### config.mk
export PLATFORM = sky130hd
export DESIGN_NAME = alarm_controller
export DESIGN_NICKNAME = d
export VERILOG_FILES = /design/src/rtl/alarm_pkg.sv /design/src/rtl/comparator.sv /design/src/rtl/alarm_controller.sv
export SDC_FILE = /design/constraint.sdc
export NUM_CORES = 1
export LEC_CHECK = 0
export ABC_AREA = 1
export CELL_PAD_IN_SITES_DETAIL_PLACEMENT = 0
export CELL_PAD_IN_SITES_GLOBAL_PLACEMENT = 1
export CORE_MARGIN = 2
export CORE_UTILIZATION = 39
export CTS_BUF_LIST = sky130_fd_sc_hd__clkbuf_4
export DETAILED_ROUTE_END_ITERATION = 10
export PLACE_DENSITY = 0.89
export SYNTH_ARGS = -nofsm -noshare
export SYNTH_HDL_FRONTEND = slang
export SYNTH_HIERARCHICAL = 1
export SYNTH_SLANG_ARGS = --single-unit
### constraint.sdc
create_clock -name clk -period 2.2 [get_ports clk]
set_input_delay 0.22 -clock clk [delete_from_list [all_inputs] [get_ports clk]]
set_output_delay 0.22 -clock clk [all_outputs]
set_load 0.05 [all_outputs]
### src/rtl/alarm_pkg.sv
// Shared types and constants for the alarm controller: FSM states and
// BCD digit geometry used by the snapshot muxes.
package alarm_pkg;

  localparam int BCD_W      = 4;
  localparam int NUM_DIGITS = 4;

  typedef enum logic [1:0] {
    IDLE   = 2'd0,
    CMP    = 2'd1,
    RING   = 2'd2,
    SNOOZE = 2'd3
  } state_t;

  typedef logic [$clog2(NUM_DIGITS)-1:0] digit_idx_t;

  // Comparison walks from the most significant digit (H1) downward
  localparam digit_idx_t DIGIT_LAST = digit_idx_t'(NUM_DIGITS - 1);

endpackage

### src/rtl/comparator.sv
// 4-bit equality comparator shared across the team's control blocks.
// Purely combinational; no special handling of any code point.
module comparator (
  input  logic [3:0] a,
  input  logic [3:0] b,
  output logic       eq
);

  assign eq = (a == b);

endmodule

### src/rtl/alarm_controller.sv
// Alarm sequencer: digit-serial time compare on one shared comparator,
// then ring / snooze timing driven by the external sec_tick.
//
//   state  | meaning
//   IDLE   | waiting for min_tick with alarm armed
//   CMP    | comparing one snapshot digit per cycle, H1 first
//   RING   | alarm sounding, counting ring seconds
//   SNOOZE | silenced, counting snooze seconds before re-ringing
module alarm_controller
  import alarm_pkg::*;
#(
  parameter int RING_SECONDS   = 60,
  parameter int SNOOZE_SECONDS = 300,
  parameter int MAX_SNOOZE     = 3
) (
  input  logic        clk,
  input  logic        rst,
  input  logic        alarm_en,
  input  logic        min_tick,
  input  logic        sec_tick,
  input  logic [15:0] cur_time,
  input  logic [15:0] alarm_time,
  input  logic        stop,
  input  logic        snooze,
  output logic        ring,
  output logic        match,
  output logic        busy
);

  localparam int MAX_SEC = (RING_SECONDS > SNOOZE_SECONDS) ? RING_SECONDS : SNOOZE_SECONDS;
  localparam int CNT_W   = (MAX_SEC < 2) ? 1 : $clog2(MAX_SEC + 1);
  localparam int SNZ_W   = (MAX_SNOOZE < 2) ? 1 : $clog2(MAX_SNOOZE + 1);

  state_t            state, state_nxt;
  logic [15:0]       snap_cur, snap_alarm;
  digit_idx_t        idx;
  logic [CNT_W-1:0]  sec_cnt;
  logic [SNZ_W-1:0]  snz_cnt;
  logic              match_q;

  logic [BCD_W-1:0]  dig_cur, dig_alarm;
  logic              dig_eq;

  logic do_snap, idx_dec, match_set;
  logic cnt_clr, cnt_inc, snz_clr, snz_inc;
  logic ring_done, snooze_done;

  assign dig_cur   = snap_cur[{idx, 2'b00} +: BCD_W];
  assign dig_alarm = snap_alarm[{idx, 2'b00} +: BCD_W];

  comparator u_cmp (
    .a  (dig_cur),
    .b  (dig_alarm),
    .eq (dig_eq)
  );

  // Timeout fires on the sec_tick that would bring the count to the limit
  assign ring_done   = sec_tick && (int'(sec_cnt) >= RING_SECONDS - 1);
  assign snooze_done = sec_tick && (int'(sec_cnt) >= SNOOZE_SECONDS - 1);

  always_comb begin
    state_nxt = state;
    do_snap   = 1'b0;
    idx_dec   = 1'b0;
    match_set = 1'b0;
    cnt_clr   = 1'b0;
    cnt_inc   = 1'b0;
    snz_clr   = 1'b0;
    snz_inc   = 1'b0;
    case (state)
      IDLE: begin
        if (alarm_en && min_tick) begin
          do_snap   = 1'b1;
          state_nxt = CMP;
        end
      end
      CMP: begin
        if (!alarm_en || !dig_eq) begin
          state_nxt = IDLE;
        end else if (idx == '0) begin
          state_nxt = RING;
          match_set = 1'b1;
          cnt_clr   = 1'b1;
          snz_clr   = 1'b1;
        end else begin
          idx_dec = 1'b1;
        end
      end
      RING: begin
        if (!alarm_en || stop || ring_done) begin
          state_nxt = IDLE;
        end else if (snooze) begin
          if (int'(snz_cnt) < MAX_SNOOZE) begin
            state_nxt = SNOOZE;
            snz_inc   = 1'b1;
            cnt_clr   = 1'b1;
          end else begin
            state_nxt = IDLE;
          end
        end else if (sec_tick) begin
          cnt_inc = 1'b1;
        end
      end
      SNOOZE: begin
        if (!alarm_en || stop) begin
          state_nxt = IDLE;
        end else if (snooze_done) begin
          state_nxt = RING;
          cnt_clr   = 1'b1;
        end else if (sec_tick) begin
          cnt_inc = 1'b1;
        end
      end
      default: state_nxt = IDLE;
    endcase
  end

  always_ff @(posedge clk) begin
    if (rst) begin
      state      <= IDLE;
      snap_cur   <= '0;
      snap_alarm <= '0;
      idx        <= DIGIT_LAST;
      sec_cnt    <= '0;
      snz_cnt    <= '0;
      match_q    <= 1'b0;
    end else begin
      state   <= state_nxt;
      match_q <= match_set;
      if (do_snap) begin
        snap_cur   <= cur_time;
        snap_alarm <= alarm_time;
        idx        <= DIGIT_LAST;
      end else if (idx_dec) begin
        idx <= idx - 1'b1;
      end
      // Saturating so the count can never wrap back below a limit
      if (cnt_clr) begin
        sec_cnt <= '0;
      end else if (cnt_inc && (sec_cnt != '1)) begin
        sec_cnt <= sec_cnt + 1'b1;
      end
      if (snz_clr) begin
        snz_cnt <= '0;
      end else if (snz_inc) begin
        snz_cnt <= snz_cnt + 1'b1;
      end
    end
  end

  assign ring  = (state == RING);
  assign busy  = (state != IDLE);
  assign match = match_q;

endmodule

==> impl_metrics.env, run 1 <==
export IMPL_status="finished clean"
export IMPL_yosys_area_top_type="dfxtp_1"
export IMPL_ys_ff_latch=48
export IMPL_irDropWorstVdd_v=0.000407
export IMPL_timing_rr_start="sec_cnt[1]$_SDFFE_PP0P_"
export IMPL_cpMostUsedCell="nand2_1"
export IMPL_drv_cap=0
export IMPL_clock_latency_ps=350
export IMPL_worstHoldStart="alarm_time[1]"
export IMPL_dieArea_um2=6940
export IMPL_critPathCaptureType="flip-flop"
export IMPL_r2r_slack_ps=210
export IMPL_hold_buffers=0
export IMPL_initial_utilization_pct=41.0
export IMPL_firstDrtPassIters=4
export IMPL_min_period_over_period_pct=90.6
export IMPL_rows=28
export IMPL_leakage_nw=1.32
export IMPL_synth_xor_area_share_pct=2.50
export IMPL_clock_sinks=48
export IMPL_dieHeight_um=83.3
export IMPL_synth_top_area_share_pct=39.1
export IMPL_antenna_found_initial=0
export IMPL_finalHoldViolCount=0
export IMPL_postLayoutCoreUtil_pct=50.5
export IMPL_grt_max_degree=34
export IMPL_ioPinCount=42
export IMPL_post_drt_wl_per_cell_um=11.8
export IMPL_vias=2352
export IMPL_die_x_um=83.3
export IMPL_drtIter0Drc=91
export IMPL_portBuffers=41
export IMPL_synth_seq_area_share_pct=39.1
export IMPL_gp_congestion=0.801
export IMPL_antenna_cells=0
export IMPL_drcViolationCount=0
export IMPL_r2r_end="sec_cnt[2]$_SDFFE_PP0P_"
export IMPL_rsz0062_at_grt="false"
export IMPL_clk_pin_slew_worst_paths_ps=130
export IMPL_htreeDepth=2
export IMPL_final_min_clock_period_ps=1990
export IMPL_worstHoldEndpoint="snap_alarm[1]$_SDFFE_PP0P_"
export IMPL_grt_pass1_vias=2221
export IMPL_design_core_area_um2=5990
export IMPL_synth_top_family_by_area="simple AND/OR/NAND/NOR gates"
export IMPL_path_cells="ha_1 > inv_1 > nor2_1 > nand2_1 > nor3_1 > ha_2 > clkinvlp_4 > nand3_4 > nand2_1 > a21oi_1"
export IMPL_fin_hold_ws_ps=435
export IMPL_synth_avg_cell_area_um2=6.78
export IMPL_crit_buf_inv=2
export IMPL_synth_net_count=405
export IMPL_synth_compound_gate_area_share_pct=14.8
export IMPL_postRouteAntennaNets=0
export IMPL_grtUsageTotal_pct=16.4
export IMPL_synthCells=362
export IMPL_muxShareOfSynthArea_pct=0
export IMPL_report_final_slew_viol_count=0
export IMPL_fmax_mhz=502
export IMPL_placed_cells=467
export IMPL_setup_viol=0
export IMPL_fin_cells=478
export IMPL_critical_path_max_stage_delay_ps=400
export IMPL_grt_overflow=0
export IMPL_min_path_type="input pin to flip-flop"
export IMPL_cts_tree="built"
export IMPL_worstRegToRegCells=10
export IMPL_syn_to_final_growth_pct=23.2
export IMPL_tightest_slew_ps=943
export IMPL_clock_path_buffers=2
export IMPL_via_per_inst=4.92
export IMPL_worst_path_max_fanout=8
export IMPL_cts_root_buf="clkbuf_4"
export IMPL_cts_made_buffers=5
export IMPL_drive_above_1_share_pct=9.93
export IMPL_crit_type="flip-flop to flip-flop"
export IMPL_grt_pass1_wl_um=9650
export IMPL_synth_area_leaders="dfxtp_1, nor2_1, o21ai_0, nand2_1, inv_1"
export IMPL_final_cell_mix="nor2_1, dfxtp_1, nand2_1"
export IMPL_nNetsFinal=446
export IMPL_post_dp_hpwl_um=4060
export IMPL_fin_skew_ps=8.56
export IMPL_slew_headroom_pct=37.1
export IMPL_cpLargestDelayFamily="simple AND/OR/NAND/NOR gates"
export IMPL_layout_commonest_cell="nor2_1"
export IMPL_power_density_nw_per_um2=511
export IMPL_synth_cell_types=28
export IMPL_arrival_ps=2290
export IMPL_worstSetupStartpointType="flip-flop"
export IMPL_synth_area_um2=2450
export IMPL_crit_slowest_cell="dfxtp_1"
export IMPL_synth_warnings=6
export IMPL_cp_required_ps=2490
export IMPL_whs_path_depth=3
export IMPL_synth_simple_area_share_pct=33.2
export IMPL_wl_um=5660
export IMPL_synthAdderAreaFrac_pct=2.04
export IMPL_setup_tns_final_ps=0
==> power by group <==
| part | total, mW | internal [mW] | switching [mW] | leakage, nW |
|---|---|---|---|---|
| Combinational | 0.239 | 0.121 | 0.118 | 0.899 |
| Sequential | 0.940 | 0.914 | 0.0255 | 0.392 |
| Clock | 0.367 | 0.112 | 0.255 | 0.0261 |
==> routing by layer <==
metal	global-route usage, %	up-vias	wire, um
met5	0	-	0
met2	28.3	49	2640
met4	4.02	0	56
li1	-	1266	-
met3	3.48	6	215
met1	21.0	1031	2750
==> kinds of logic after synthesis <==
| logic type | Yosys count |
|---|---|
| AND/OR/NAND/NOR | 183 |
| AO/OA/AOI/OAI | 70 |
| buffers and inverters | 50 |
| flip-flops | 48 |
| XOR/XNOR | 7 |
| adder cells (fa/ha/maj) | 4 |
==> what timing repair did <==
action                                  in CTS  in global routing
endpoints found under the setup margin       0                 11
gates resized for setup                      0                  8
buffers inserted                             0                  2
==> through the flow <==
| step | total power, mW | instance area [um^2] | setup WS [ps] |
|---|---|---|---|
| finish | 1.55 | 3020 | 208 |
| global route | 1.63 | 3020 | 2.36 |
| CTS | 1.56 | 2980 | 70.0 |
| detailed placement | 1.20 | 2930 | 102 |
| global placement | 1.19 | 2930 | 135 |
| floorplan | 1.08 | 2450 | 202 |
==> Yosys cell counts <==
cell,instances
clkbuf_1,12
o21ai_0,44
nor2_1,100
inv_2,6
o21ai_1,6
inv_1,26
nand2_2,2
or2_4,1
xor2_1,5
nand4_2,1
ha_1,4
a21oi_1,11
nor3_1,2
nand3_2,4
dfxtp_1,48
buf_2,2
o22ai_1,8
nand2_1,44
o211ai_1,1
nand3_1,10
xnor2_1,2
nor2_2,4
nand3_4,1
nand4_1,12
nand2_4,1
nor2_4,1
clkinv_1,2
buf_6,2
==> flip-flops by register name, summed over array words and instances, names as in the netlist <==
| name | count |
|---|---|
| snap_cur | 16 |
| idx | 2 |
| snz_cnt | 2 |
| sec_cnt | 9 |
| match | 1 |
| state | 2 |
| snap_alarm | 16 |
==> how the worst max path moves through the flow <==
stage                                        from                       to  depth (start not counted)
final                     sec_cnt[1]$_SDFFE_PP0P_  sec_cnt[2]$_SDFFE_PP0P_                         10
after global routing          idx[1]$_SDFFE_PP1P_    state[0]$_SDFFE_PP0P_                         14
after CTS                 sec_cnt[1]$_SDFFE_PP0P_  sec_cnt[7]$_SDFFE_PP0P_                         10
after detailed placement  sec_cnt[1]$_SDFFE_PP0P_  sec_cnt[7]$_SDFFE_PP0P_                         10
after global placement    sec_cnt[0]$_SDFFE_PP0P_  sec_cnt[2]$_SDFFE_PP0P_                         10
after floorplan               idx[0]$_SDFFE_PP1P_  sec_cnt[0]$_SDFFE_PP0P_                         15
==> worst reg2reg max path, delay by kind of cell (launching register included) <==
kind,cells,cell delay [ps]
AO/OA/AOI/OAI,1,130
adder cells (fa/ha/maj),2,480
buffers and inverters,2,240
flip-flops,1,400
AND/OR/NAND/NOR,5,690
==> layout make-up <==
cell class                      instances  area [um^2]
Clock buffer                            5         37.5
Timing Repair inverter                  1         5.00
Fill cell                             609         2970
Inverter                               34          131
Clock inverter                          2         7.51
Tap cell                               75         93.8
Sequential cell                        48          962
Timing Repair Buffer                   48          475
Multi-Input combinational cell        265         1310
(Power assumes the default switching activity.)
==> run 2: changes to the inputs <==
--- a/config.mk
+++ b/config.mk
@@ -6,9 +6,9 @@
 export NUM_CORES = 1
 export LEC_CHECK = 0
 export ABC_AREA = 1
+export CAP_MARGIN = 0
 export CELL_PAD_IN_SITES_DETAIL_PLACEMENT = 0
 export CELL_PAD_IN_SITES_GLOBAL_PLACEMENT = 1
-export CORE_MARGIN = 2
 export CORE_UTILIZATION = 39
 export CTS_BUF_LIST = sky130_fd_sc_hd__clkbuf_4
 export DETAILED_ROUTE_END_ITERATION = 10
==> run 2 against run 1 <==
Net effect: worst hold slack worse by 6.8 ps; sequential cell count stayed put; non-clock buffer count increased by 2; design area down 0.29%; worst setup slack worse by 13 ps; cell count is 0.21% higher; fmax fell by 0.67%; clock skew decreased by 2.8 ps; highest routed layer unchanged.
==> impl_metrics.env, run 2 (synthesis results as in run 1) <==
export IMPL_status="finished clean"
export IMPL_die_x_um=81.3
export IMPL_syn_to_final_growth_pct=22.8
export IMPL_grt_pass1_vias=2149
export IMPL_firstDrtPassIters=4
export IMPL_finalHoldViolCount=0
export IMPL_irDropWorstVdd_v=0.000298
export IMPL_post_drt_wl_per_cell_um=11.1
export IMPL_antenna_cells=0
export IMPL_seq_area_um2=962
export IMPL_layout_commonest_cell="nor2_1"
export IMPL_via_per_inst=4.85
export IMPL_fmax_mhz=499
export IMPL_clock_sinks=48
export IMPL_wl_um=5320
export IMPL_grt_pass1_wl_um=9290
export IMPL_dieHeight_um=81.3
export IMPL_htreeDepth=2
export IMPL_vias=2325
export IMPL_fin_cells=479
export IMPL_final_min_clock_period_ps=2010
export IMPL_reg_top3="snap_alarm: 16 flops, snap_cur: 16 flops, sec_cnt: 9 flops"
export IMPL_arrival_ps=2300
export IMPL_dieArea_um2=6620
export IMPL_drv_cap=0
export IMPL_tightest_slew_ps=899
export IMPL_placed_cells=471
export IMPL_initial_utilization_pct=41.0
export IMPL_crit_type="flip-flop to flip-flop"
export IMPL_fin_hold_ws_ps=428
export IMPL_leakage_nw=1.33
export IMPL_min_period_over_period_pct=91.2
export IMPL_filler_cell_count=629
export IMPL_multiInputGateArea_um2=1290
export IMPL_grt_max_degree=34
export IMPL_cts_root_buf="clkbuf_4"
export IMPL_setup_tns_final_ps=0
export IMPL_critPathCaptureType="flip-flop"
export IMPL_postRouteAntennaNets=0
export IMPL_rsz0062_at_grt="false"
export IMPL_design_core_area_um2=5990
export IMPL_hold_buffers=0
export IMPL_drive_above_1_share_pct=10.1
export IMPL_clk_pin_slew_worst_paths_ps=130
export IMPL_rows=28
export IMPL_grt_overflow=0
export IMPL_drtIter0Drc=80
export IMPL_fin_skew_ps=5.77
export IMPL_worst_path_max_fanout=9
export IMPL_cts_tree="built"
export IMPL_nNetsFinal=446
export IMPL_clock_latency_ps=360
export IMPL_power_density_nw_per_um2=526
export IMPL_final_cell_mix="nor2_1, dfxtp_1, nand2_1"
export IMPL_total_power_mw=1.58
export IMPL_portBuffers=41
export IMPL_cts_made_buffers=5
export IMPL_min_path_type="input pin to flip-flop"
export IMPL_clock_path_buffers=2
export IMPL_antenna_found_initial=0
export IMPL_report_final_slew_viol_count=0
export IMPL_setup_viol=0
export IMPL_cp_required_ps=2500
export IMPL_worstSetupStartpointType="flip-flop"
export IMPL_ioPinCount=42
export IMPL_drcViolationCount=0
export IMPL_gp_congestion=0.799
export IMPL_slew_headroom_pct=40.0
export IMPL_grtUsageTotal_pct=17.9
export IMPL_post_dp_hpwl_um=3990
export IMPL_postLayoutCoreUtil_pct=50.3
-- run 2: worst max-delay path, cell delays in order, from the launching register on --
cell and delay (ps):
dfxtp_1 400, ha_1 210, inv_1 80, nor2_1 160
nand2_1 100, nor3_1 170, ha_1 250, clkinvlp_4 200
nand3_2 200, nand2_1 70, a21oi_1 120
-- run 2: per-stage QoR --
step	worst slack (ps)	cell area, um^2
finish	194	3020
floorplan	202	2450
detailed placement	176	2950
CTS	138	3010
global route	7.62	3020
global placement	157	2950
-- run 2: worst paths after layout --
check | start | endpoint | slack [ps] | depth (start not counted)
setup / recovery | sec_cnt[1]$_SDFFE_PP0P_ | sec_cnt[4]$_SDFFE_PP0P_ | 190 | 10
hold / removal | alarm_time[11] | snap_alarm[11]$_SDFFE_PP0P_ | 430 | 3
setup reg to reg | sec_cnt[1]$_SDFFE_PP0P_ | sec_cnt[4]$_SDFFE_PP0P_ | 190 | 10
hold reg to reg | snz_cnt[1]$_SDFFE_PP0P_ | snz_cnt[1]$_SDFFE_PP0P_ | 460 | 2
-- run 2: cell type report --
cell class	instances	share of cell area (%)
timing repair buffer	50	15.9
sequential	48	31.9
tap	75	3.11
multi-input combinational	264	42.9
clock buffer	7	1.74
clock inverter	1	0.124
inverter	34	4.36
-- run 2: per-layer routing --
layer	track usage, %	part of all wire, %	routed length, um	vias to the layer above
met5	0	0	0	-
met4	5.18	1.4	76	0
met3	3.93	3.6	189	8
met2	30.0	46	2420	34
met1	22.9	49	2630	1027
li1	-	-	-	1256
-- run 2: timing repair --
action,CTS,global route
endpoints found under the setup margin,0,10
setup buffers,0,0
resized for setup,0,5
-- run 2: where the power goes --
group	internal (mW)	switching (mW)	total (mW)
Sequential	0.914	0.0265	0.941
Clock	0.148	0.257	0.405
Combinational	0.122	0.117	0.239
Total	1.18	0.401	1.58
==> run 3: changes to the inputs <==
--- a/config.mk
+++ b/config.mk
@@ -13,6 +13,7 @@
 export CTS_BUF_LIST = sky130_fd_sc_hd__clkbuf_4
 export DETAILED_ROUTE_END_ITERATION = 10
 export PLACE_DENSITY = 0.89
+export SLEW_MARGIN = 20
 export SYNTH_ARGS = -nofsm -noshare
 export SYNTH_HDL_FRONTEND = slang
 export SYNTH_HIERARCHICAL = 1
==> results of run 3 <==
The final DEF is identical to that of run 2; final timing and power are the same.
